$ cat config.mk
export PLATFORM = sky130hd
export DESIGN_NAME = atm_txn_controller
export DESIGN_NICKNAME = d
export VERILOG_FILES = /design/src/rtl/atm_txn_controller_pkg.sv /design/src/rtl/atm_txn_controller_timer.sv /design/src/rtl/atm_txn_controller.sv
export SDC_FILE = /design/constraint.sdc
export NUM_CORES = 1
export LEC_CHECK = 0
export CAP_MARGIN = 15
export CORE_MARGIN = 2
export CORE_UTILIZATION = 60
export CTS_CLUSTER_DIAMETER = 200
export DETAILED_ROUTE_END_ITERATION = 6
export HOLD_SLACK_MARGIN = 0.08
export PLACE_DENSITY_LB_ADDON = 0.2
export SYNTH_ARGS = -nofsm -noshare
export SYNTH_HDL_FRONTEND = slang
export SYNTH_SLANG_ARGS = --single-unit
$ cat constraint.sdc
create_clock -name clk -period 4.6 [get_ports clk]
set_input_delay 1.15 -clock clk [delete_from_list [all_inputs] [get_ports clk]]
set_output_delay 1.15 -clock clk [all_outputs]
set_load 0.005 [all_outputs]
$ cat src/rtl/atm_txn_controller_pkg.sv
// Shared types for the ATM transaction controller: FSM states and error codes.
package atm_pkg;

    typedef enum logic [2:0] {
        IDLE,
        WAIT_PIN,
        WAIT_AMT,
        CHECK,
        DISPENSE,
        EJECT,
        RETAIN,
        WAIT_REMOVE
    } atm_state_t;

    typedef enum logic [1:0] {
        ERR_NONE,
        ERR_TIMEOUT,
        ERR_AMOUNT,
        ERR_LOCKOUT
    } atm_err_t;

    // Only the two customer-input states run the inactivity timer.
    function automatic logic is_wait_state(input atm_state_t s);
        return (s == WAIT_PIN) || (s == WAIT_AMT);
    endfunction

endpackage

$ cat src/rtl/atm_txn_controller_timer.sv
// Inactivity down-counter: reload to TIMEOUT-1, count while enabled, flag expiry at zero.
module atm_timeout_timer #(
    parameter int TIMEOUT = 1024
) (
    input  logic clk,
    input  logic rst_n,
    input  logic reload,
    input  logic enable,
    output logic expired
);

    localparam int                CNT_W      = $clog2(TIMEOUT);
    localparam logic [CNT_W-1:0]  RELOAD_VAL = CNT_W'(TIMEOUT - 1);

    logic [CNT_W-1:0] cnt_q;
    logic [CNT_W-1:0] cnt_d;

    always_comb begin
        cnt_d = cnt_q;
        if (reload) begin
            cnt_d = RELOAD_VAL;
        end else if (enable && (cnt_q != '0)) begin
            cnt_d = cnt_q - 1'b1;
        end
    end

    // NOTE: async reset sits in the sensitivity list; every flop clears the moment rst_n falls.
    always_ff @(posedge clk or negedge rst_n) begin
        if (!rst_n) begin
            cnt_q <= '0;
        end else begin
            cnt_q <= cnt_d;
        end
    end

    // The count value present on entry is the first idle cycle, so TIMEOUT idle cycles elapse.
    assign expired = enable && (cnt_q == '0);

endmodule

$ cat src/rtl/atm_txn_controller.sv
// ATM transaction FSM: PIN with retry lockout, amount check, note-by-note dispense, card handling.
module atm_txn_controller
    import atm_pkg::*;
#(
    parameter int AMT_W     = 8,
    parameter int MAX_TRIES = 3,
    parameter int TIMEOUT   = 1024,
    parameter int MAX_NOTES = 40
) (
    input  logic             clk,
    input  logic             rst_n,
    input  logic             card_inserted,
    input  logic             pin_valid,
    input  logic             pin_correct,
    input  logic             amt_valid,
    input  logic [AMT_W-1:0] amt_req,
    input  logic [AMT_W-1:0] balance,
    output logic             note_req,
    input  logic             note_ack,
    output logic             card_eject,
    output logic             card_retain,
    output logic             txn_done,
    output logic [AMT_W-1:0] debit_amt,
    output logic [1:0]       err_code
);

    localparam int               TRY_W       = $clog2(MAX_TRIES + 1);
    localparam logic [TRY_W-1:0] TRY_LAST    = TRY_W'(MAX_TRIES - 1);
    localparam logic [AMT_W-1:0] MAX_NOTES_W = AMT_W'(MAX_NOTES);

    atm_state_t       state_q, state_d;
    atm_err_t         err_q, err_d;
    logic [TRY_W-1:0] tries_q, tries_d;
    logic [AMT_W-1:0] remaining_q, remaining_d;
    logic [AMT_W-1:0] amt_q, amt_d;
    logic [AMT_W-1:0] bal_q, bal_d;
    logic [AMT_W-1:0] debit_q, debit_d;
    logic             note_req_q, note_req_d;
    logic             card_eject_q, card_eject_d;
    logic             card_retain_q, card_retain_d;
    logic             txn_done_q, txn_done_d;

    logic timer_reload;
    logic timer_expired;
    logic wrong_pin_retry;
    logic amount_bad;

    atm_timeout_timer #(
        .TIMEOUT (TIMEOUT)
    ) u_timer (
        .clk     (clk),
        .rst_n   (rst_n),
        .reload  (timer_reload),
        .enable  (is_wait_state(state_q)),
        .expired (timer_expired)
    );

    assign amount_bad = (amt_q == '0) || (amt_q > MAX_NOTES_W) || (amt_q > bal_q);

    // NOTE: every variable gets a default before the case so no path leaves one unassigned (no latches).
    always_comb begin
        state_d         = state_q;
        err_d           = err_q;
        tries_d         = tries_q;
        remaining_d     = remaining_q;
        amt_d           = amt_q;
        bal_d           = bal_q;
        debit_d         = debit_q;
        txn_done_d      = 1'b0;
        wrong_pin_retry = 1'b0;

        case (state_q)
            IDLE: begin
                if (card_inserted) begin
                    state_d = WAIT_PIN;
                    tries_d = '0;
                end
            end
            WAIT_PIN: begin
                if (!card_inserted) begin
                    state_d = IDLE;
                end else if (pin_valid) begin
                    if (pin_correct) begin
                        state_d = WAIT_AMT;
                    end else if (tries_q == TRY_LAST) begin
                        tries_d = tries_q + 1'b1;
                        state_d = RETAIN;
                        err_d   = ERR_LOCKOUT;
                    end else begin
                        tries_d         = tries_q + 1'b1;
                        wrong_pin_retry = 1'b1;
                    end
                end else if (timer_expired) begin
                    state_d = EJECT;
                    err_d   = ERR_TIMEOUT;
                end
            end
            WAIT_AMT: begin
                if (!card_inserted) begin
                    state_d = IDLE;
                end else if (amt_valid) begin
                    amt_d   = amt_req;
                    bal_d   = balance;
                    state_d = CHECK;
                end else if (timer_expired) begin
                    state_d = EJECT;
                    err_d   = ERR_TIMEOUT;
                end
            end
            CHECK: begin
                if (!card_inserted) begin
                    state_d = IDLE;
                end else if (amount_bad) begin
                    state_d = EJECT;
                    err_d   = ERR_AMOUNT;
                end else begin
                    remaining_d = amt_q;
                    state_d     = DISPENSE;
                end
            end
            DISPENSE: begin
                // Card removal is deliberately not looked at: notes already requested must complete.
                if (note_ack) begin
                    if (remaining_q == AMT_W'(1)) begin
                        remaining_d = '0;
                        debit_d     = amt_q;
                        txn_done_d  = 1'b1;
                        err_d       = ERR_NONE;
                        state_d     = EJECT;
                    end else begin
                        remaining_d = remaining_q - 1'b1;
                    end
                end
            end
            EJECT, RETAIN: begin
                state_d = WAIT_REMOVE;
            end
            WAIT_REMOVE: begin
                if (!card_inserted) begin
                    state_d = IDLE;
                end
            end
            default: begin
                state_d = IDLE;
            end
        endcase

        timer_reload  = wrong_pin_retry ||
                        (is_wait_state(state_d) && (state_d != state_q));
        note_req_d    = (state_d == DISPENSE);
        card_eject_d  = (state_d == EJECT);
        card_retain_d = (state_d == RETAIN);
    end

    // NOTE: sequential state uses non-blocking assignments so all flops update from pre-edge values.
    always_ff @(posedge clk or negedge rst_n) begin
        if (!rst_n) begin
            state_q       <= IDLE;
            err_q         <= ERR_NONE;
            tries_q       <= '0;
            remaining_q   <= '0;
            amt_q         <= '0;
            bal_q         <= '0;
            debit_q       <= '0;
            note_req_q    <= 1'b0;
            card_eject_q  <= 1'b0;
            card_retain_q <= 1'b0;
            txn_done_q    <= 1'b0;
        end else begin
            state_q       <= state_d;
            err_q         <= err_d;
            tries_q       <= tries_d;
            remaining_q   <= remaining_d;
            amt_q         <= amt_d;
            bal_q         <= bal_d;
            debit_q       <= debit_d;
            note_req_q    <= note_req_d;
            card_eject_q  <= card_eject_d;
            card_retain_q <= card_retain_d;
            txn_done_q    <= txn_done_d;
        end
    end

    assign note_req    = note_req_q;
    assign card_eject  = card_eject_q;
    assign card_retain = card_retain_q;
    assign txn_done    = txn_done_q;
    assign debit_amt   = debit_q;
    assign err_code    = err_q;

    a_note_req_held: assert property (@(posedge clk) disable iff (!rst_n)
        (note_req_q && !note_ack) |=> note_req_q);

    a_eject_retain_excl: assert property (@(posedge clk) disable iff (!rst_n)
        !(card_eject_q && card_retain_q));

    a_debit_in_range: assert property (@(posedge clk) disable iff (!rst_n)
        txn_done_q |-> (debit_q <= MAX_NOTES_W));

endmodule

# --- Yosys cells after proc, flatten, opt, wreduce, memory -nomap -nowiden ---
# Cells that the tools add are included.
totals:
  register_bits: 53
  output_inout_bits: 14
  input_bits: 23
  wordCells: 113
  ramBits: 0
  memories: 0
  latch_bits: 0
  romBits: 0
op_classes:
  n_addsub: 3
  div: 0
  n_lt_le_gt_ge: 2
  bitwise_logic: 0
  reduce_logical: 22
  mul: 0
  eq_ne: 28
  muxes: 46
  shifts: 0
ops:
  columns: ["operator", "n"]
  rows:
  - ["$mux 3", 12]
  - ["$mux 8", 4]
  - ["$mux 2", 15]
  - ["$ne 2x2->1 const B", 11]
  - ["$eq 3x3->1 const B", 7]
  - ["$pmux 3 s7", 1]
  - ["$mux 10", 2]
  - ["$pmux 8 s2", 1]
  - ["$logic_not 10->1", 1]
  - ["$reduce_and 10->1", 1]
  - ["$reduce_bool 10->1", 1]
  - ["$sub 10x1->10 const B", 1]
  - ["$eq 3x2->1 const B", 3]
  - ["$mux 1", 9]
  - ["$eq 8x1->1 const B", 1]
  - ["$gt 8x6->1 const B", 1]
  - ["$gt 8x8->1", 1]
  - ["$logic_not 8->1", 1]
  - ["$pmux 2 s4", 1]
  - ["$sub 8x1->8 const B", 1]
  - ["$eq 3x1->1 const B", 2]
  - ["$reduce_and 3->1", 2]
  - ["$reduce_bool 2->1", 3]
  - ["$logic_or 1x1->1", 5]
  - ["other kinds (12)", 14]

# --- Longest topological paths before layout ---
depth:
  word_depth: 12
  mapped_depth: 9
  mapped_depth_nobuf: 8

# --- Modules after synthesis ---
# From an unflattened synthesis, not the netlist that was laid out.
unflattened:
  cells_unflattened: 313
  area_unflattened_um2: 3114.2
by_module_without_submodules:
  columns: ["module", "cells_each", "seq_area_each_um2", "n_inst", "area_each_um2"]
  rows:
  - ["atm_txn_controller", 248, 1076.0, 1, 2501.1]
  - ["atm_timeout_timer", 65, 250.2, 1, 613.1]

# --- Worst setup path before layout ---
# No wires, ideal clock.
synth_path:
  kind: "input -> register"
  start: "in pin_valid"
  end: "reg u_timer.cnt_q[1]"
  setup_ns: 0.135
  path_buffers: 0
  arrival_ns: 2.674
  path_slack_ns: 1.791
  required_time_ns: 4.465
  path_stages: 6
  cell_sequence: "or3b_2 a2111o_1 a211oi_1 nor2_1 a211oi_1 nand2_1"
synth_between:
  elab_chain_len: 8
  word_cells_on_any_way: 14
  cone_classes: "3 x eq/ne; 7 x mux; 4 x reduce/logical"
synth_lines:
  columns: ["item", "line_no", "rtl"]
  rows:
  - ["from (decl)", "atm_txn_controller.sv:13", "input logic pin_valid,"]
  - ["$mux 3", "atm_txn_controller.sv:82", "end else if (pin_valid) begin"]
  - ["$mux 3", "atm_txn_controller.sv:80", "if (!card_inserted) begin"]
  - ["$pmux 3 s7", "atm_txn_controller.sv:72", "case (state_q)"]
  - ["$eq 3x1->1 or $eq 3x2->1 (tied branches)", "atm_txn_controller_pkg.sv:24", "return (s == WAIT_PIN) || (s == WAIT_AMT);"]
  - ["$logic_or 1x1->1", "atm_txn_controller_pkg.sv:24", null]
  - ["$logic_and 1x1->1", "atm_txn_controller.sv:149", "(is_wait_state(state_d) && (state_d != state_q));"]
  - ["$logic_or 1x1->1 *", "atm_txn_controller.sv:148", "timer_reload = wrong_pin_retry ||"]
  - ["$mux 10 or $reduce_bool 2->1 (tied branches)", null, null]
  - ["to (signal assigned)", "atm_txn_controller_timer.sv:32", "cnt_q <= cnt_d;"]
  - ["to (decl)", "atm_txn_controller_timer.sv:15", "logic [CNT_W-1:0] cnt_q;"]
# Mark *: on every way between the ends. The rest lies on a longest branch, timed or not.
# A chain may end at the register's enable or synchronous reset.

# --- Final worst setup path ---
# Ends and elaborated chain as after synthesis.

==> qor.csv <==
metric;value;unit
run status;completed;
switching share of power;41.2;%
CTS Hold Bufs;0;
Hold/Removal Path Class;reg -> reg;
Worst-Margin Slew;0.649;ns
fillcell total;393;
Synth async-reset ratio;100;%
DRC Markers;0;
post-route antenna net violation count;0;
Register-to-Register Path Depth;6;
ANT cells;0;
die area;0.00573;mm^2
worst r2r src;state_q[2];
Inst Count DP;424;
routability-driven placement congestion ratio;0.956;
post-cts sizing count;0;
Total Wirelength;6360;um
CORE AREA;0.00504;mm^2
# H-tree levels;2;
worst endpoint required time;4.77;ns
crit share post-route;73.5;%
CP endpoint kind;flip-flop;
clock transition at the registers of the reported paths;0.09;ns
clock sink total;53;
crit path launch type;input pin;
Sw Pwr;0.812;mW
Internal;1.16;mW
r2r endpoint;note_req;
setup total negative slack;0;ns
Leakage Power;1.52;nW
Main synth FF type;dfrtp_1;
R2R setup slack;1.79;ns
crit path DAT;3.55;ns
CTS tree;done;
Seq/Total Area, Yosys;43.0;%
DR WL/cell;14.8;um
Finish-stage setup viols;0;
Comb power frac;45.6;%
clock power share;13.5;%
post-DP HPWL;4740;um
Crit Path Max Fanout;12;
library cells used by synthesis;60;
Mapped Area;0.00308;mm^2
Max Freq;0.296;GHz
max cap viols;0;
largest net degree at the start of global routing;42;
number of synthesized flops with an enable pin;0;
post-route insts no fill;431;
Final Hold Viols;0;
Die X;75.7;um
clk_lat worst skew;0.31;ns
first-pass GRT wire length;10800;um
min Tclk post-route;3.38;ns
vias;2534;
# rows;26;
Post-CTS Setup Bufs;0;
synthesized netlist cell count;328;
Crit. Startpoint;pin_valid;
synthesized area per cell;9.40;um^2
drt first pass iters;4;
Clock Skew;0.00866;ns
vias in the first global route;2296;
Nets;397;
synthesis warning total;0;
IO Pins;37;
antenna violations before repair;0;
Clock Tree Buf Depth;2;
Starting Density;61.1;%
total grt overflow;0;
GRT Overall Usage;24.6;%
DR iter-0 viols;234;
CP Class;in -> reg;
share of post-route cells with drive strength above 1;11.1;%
PortBufs;36;
CTS buffer count;5;
RSZ-0062 raised after global routing;no;
max-slew violation count;0;
Seq cells post-synth;53;
Peak supply drop;312;uV
total power divided by cell area;552;mW/mm^2
Flop pwr share;40.9;%
Max-slew headroom;56.4;%
syn nets;364;
Critical Path End;u_timer.cnt_q[1];
die height;75.7;um
clk root buf;clkbuf_8;
vias per cell;5.88;
area added between synthesis and finish;15.7;%
[power groups by stage]
stage               registers [mW]  clock network [mW]  logic, mW
finish                       0.805               0.267      0.899
global placement             0.808                   0      0.854
detailed placement           0.815                   0      0.891
global route                 0.831               0.289       1.02
CTS                          0.804               0.273      0.898
floorplan                    0.724                   0      0.719
[flip-flops by register name, indices dropped and copies added, names as in the netlist]
register / cells
remaining_q: 8
tries_q: 2
bal_q: 8
card_retain: 1
debit_amt: 8
txn_done: 1
err_code: 2
amt_q: 8
note_req: 1
u_timer.cnt_q: 10
card_eject: 1
state_q: 3
[critical path, stage by stage]
cell             delay [ns]
clkdlybuf4s50_1        0.60
or3b_2                 0.52
a2111o_1               0.43
a211oi_1               0.33
nor2_1                 0.21
a211oi_1               0.22
nand2_1                0.09
[metrics by stage]
stage / power (mW) / setup WS [ns] / utilization, % / cell area, um^2 / hold WS (ns)
2_1_floorplan: 1.44 / 1.79 / - / 3080 / 0.470
3_3_place_gp: 1.66 / 0.997 / 69.0 / 3480 / 0.460
3_5_place_dp: 1.71 / 0.923 / 69.0 / 3480 / 0.462
4_1_cts: 1.98 / 1.23 / 70.8 / 3570 / 0.486
5_1_grt: 2.14 / 0.991 / 70.8 / 3570 / 0.519
6_report: 1.97 / 1.22 / 70.8 / 3570 / 0.483
[how the worst min path moves through the flow]
stage	startpoint	endpoint	slack, ns	depth (start not counted)
2_1_floorplan	debit_amt[1]	debit_amt[1]	0.47	2
3_3_place_gp	debit_amt[4]	debit_amt[4]	0.46	2
3_5_place_dp	debit_amt[3]	debit_amt[3]	0.46	2
4_1_cts	debit_amt[3]	debit_amt[3]	0.49	2
5_1_grt	debit_amt[2]	debit_amt[2]	0.52	2
6_report	debit_amt[3]	debit_amt[3]	0.48	2
[cell type report]
class	instances	area [um^2]	share of cell area (%)
clock buffer	6	82.6	2.31
clock inverter	1	7.51	0.210
inverter	20	75.1	2.10
multi-input combinational	243	1620	45.4
sequential	53	1330	37.2
tap	70	87.6	2.45
timing repair buffer	38	370	10.4
[cells in the final DEF, fill, tap and decap left out, drive strengths merged, types with 3 or more instances in the layout]
| cell type | count |
|---|---|
| a32o | 3 |
| nand2b | 6 |
| clkbuf | 6 |
| nand2 | 50 |
| clkdlybuf4s50 | 35 |
| xnor2 | 5 |
| nand3b | 3 |
| a21oi | 16 |
| mux2 | 18 |
| nor2b | 4 |
| ha | 13 |
| a22o | 4 |
| inv | 19 |
| dfrtp | 53 |
| nand3 | 3 |
| xor2 | 4 |
| a221o | 3 |
| nand4 | 6 |
| nor3 | 9 |
| a211oi | 5 |
| or3b | 4 |
| o21ai | 18 |
| buf | 3 |
| nor2 | 28 |
| nor4 | 5 |
[routing by layer]
layer / up-vias / share of wire [%] / track usage [%]
met2: 79 / 48 / 37.5
met3: 12 / 4.8 / 4.76
met4: 0 / 1.5 / 7.02
met1: 1211 / 46 / 36.0
li1: 1232 / - / -
met5: - / 0 / 0
[cell families after synthesis]
family	share of synthesized area [%]
AO/OA/AOI/OAI	15.7
XOR/XNOR	2.56
adder cells (fa/ha/maj)	5.28
buffers and inverters	4.46
flip-flops	43.0
multiplexers	7.22
AND/OR/NAND/NOR	21.7
[Yosys cell counts, drive strengths merged (4+ instances only)]
cell type / instances / area share (%)
nand4: 6 / 1.2
nor2: 28 / 3.7
buf: 7 / 1.4
a21oi: 16 / 2.6
dfrtp: 53 / 43
nor3: 9 / 1.5
ha: 13 / 5.3
nand2b: 6 / 1.2
clkbuf: 5 / 0.61
xnor2: 5 / 1.4
o21ai: 18 / 3.0
nor2b: 4 / 0.81
or3b: 4 / 1.1
nand2: 50 / 6.1
nor4: 5 / 1.0
a22o: 4 / 1.1
a211oi: 5 / 1.4
inv: 19 / 2.3
xor2: 4 / 1.1
mux2: 18 / 6.6
Power figures use the tool's default switching activity.
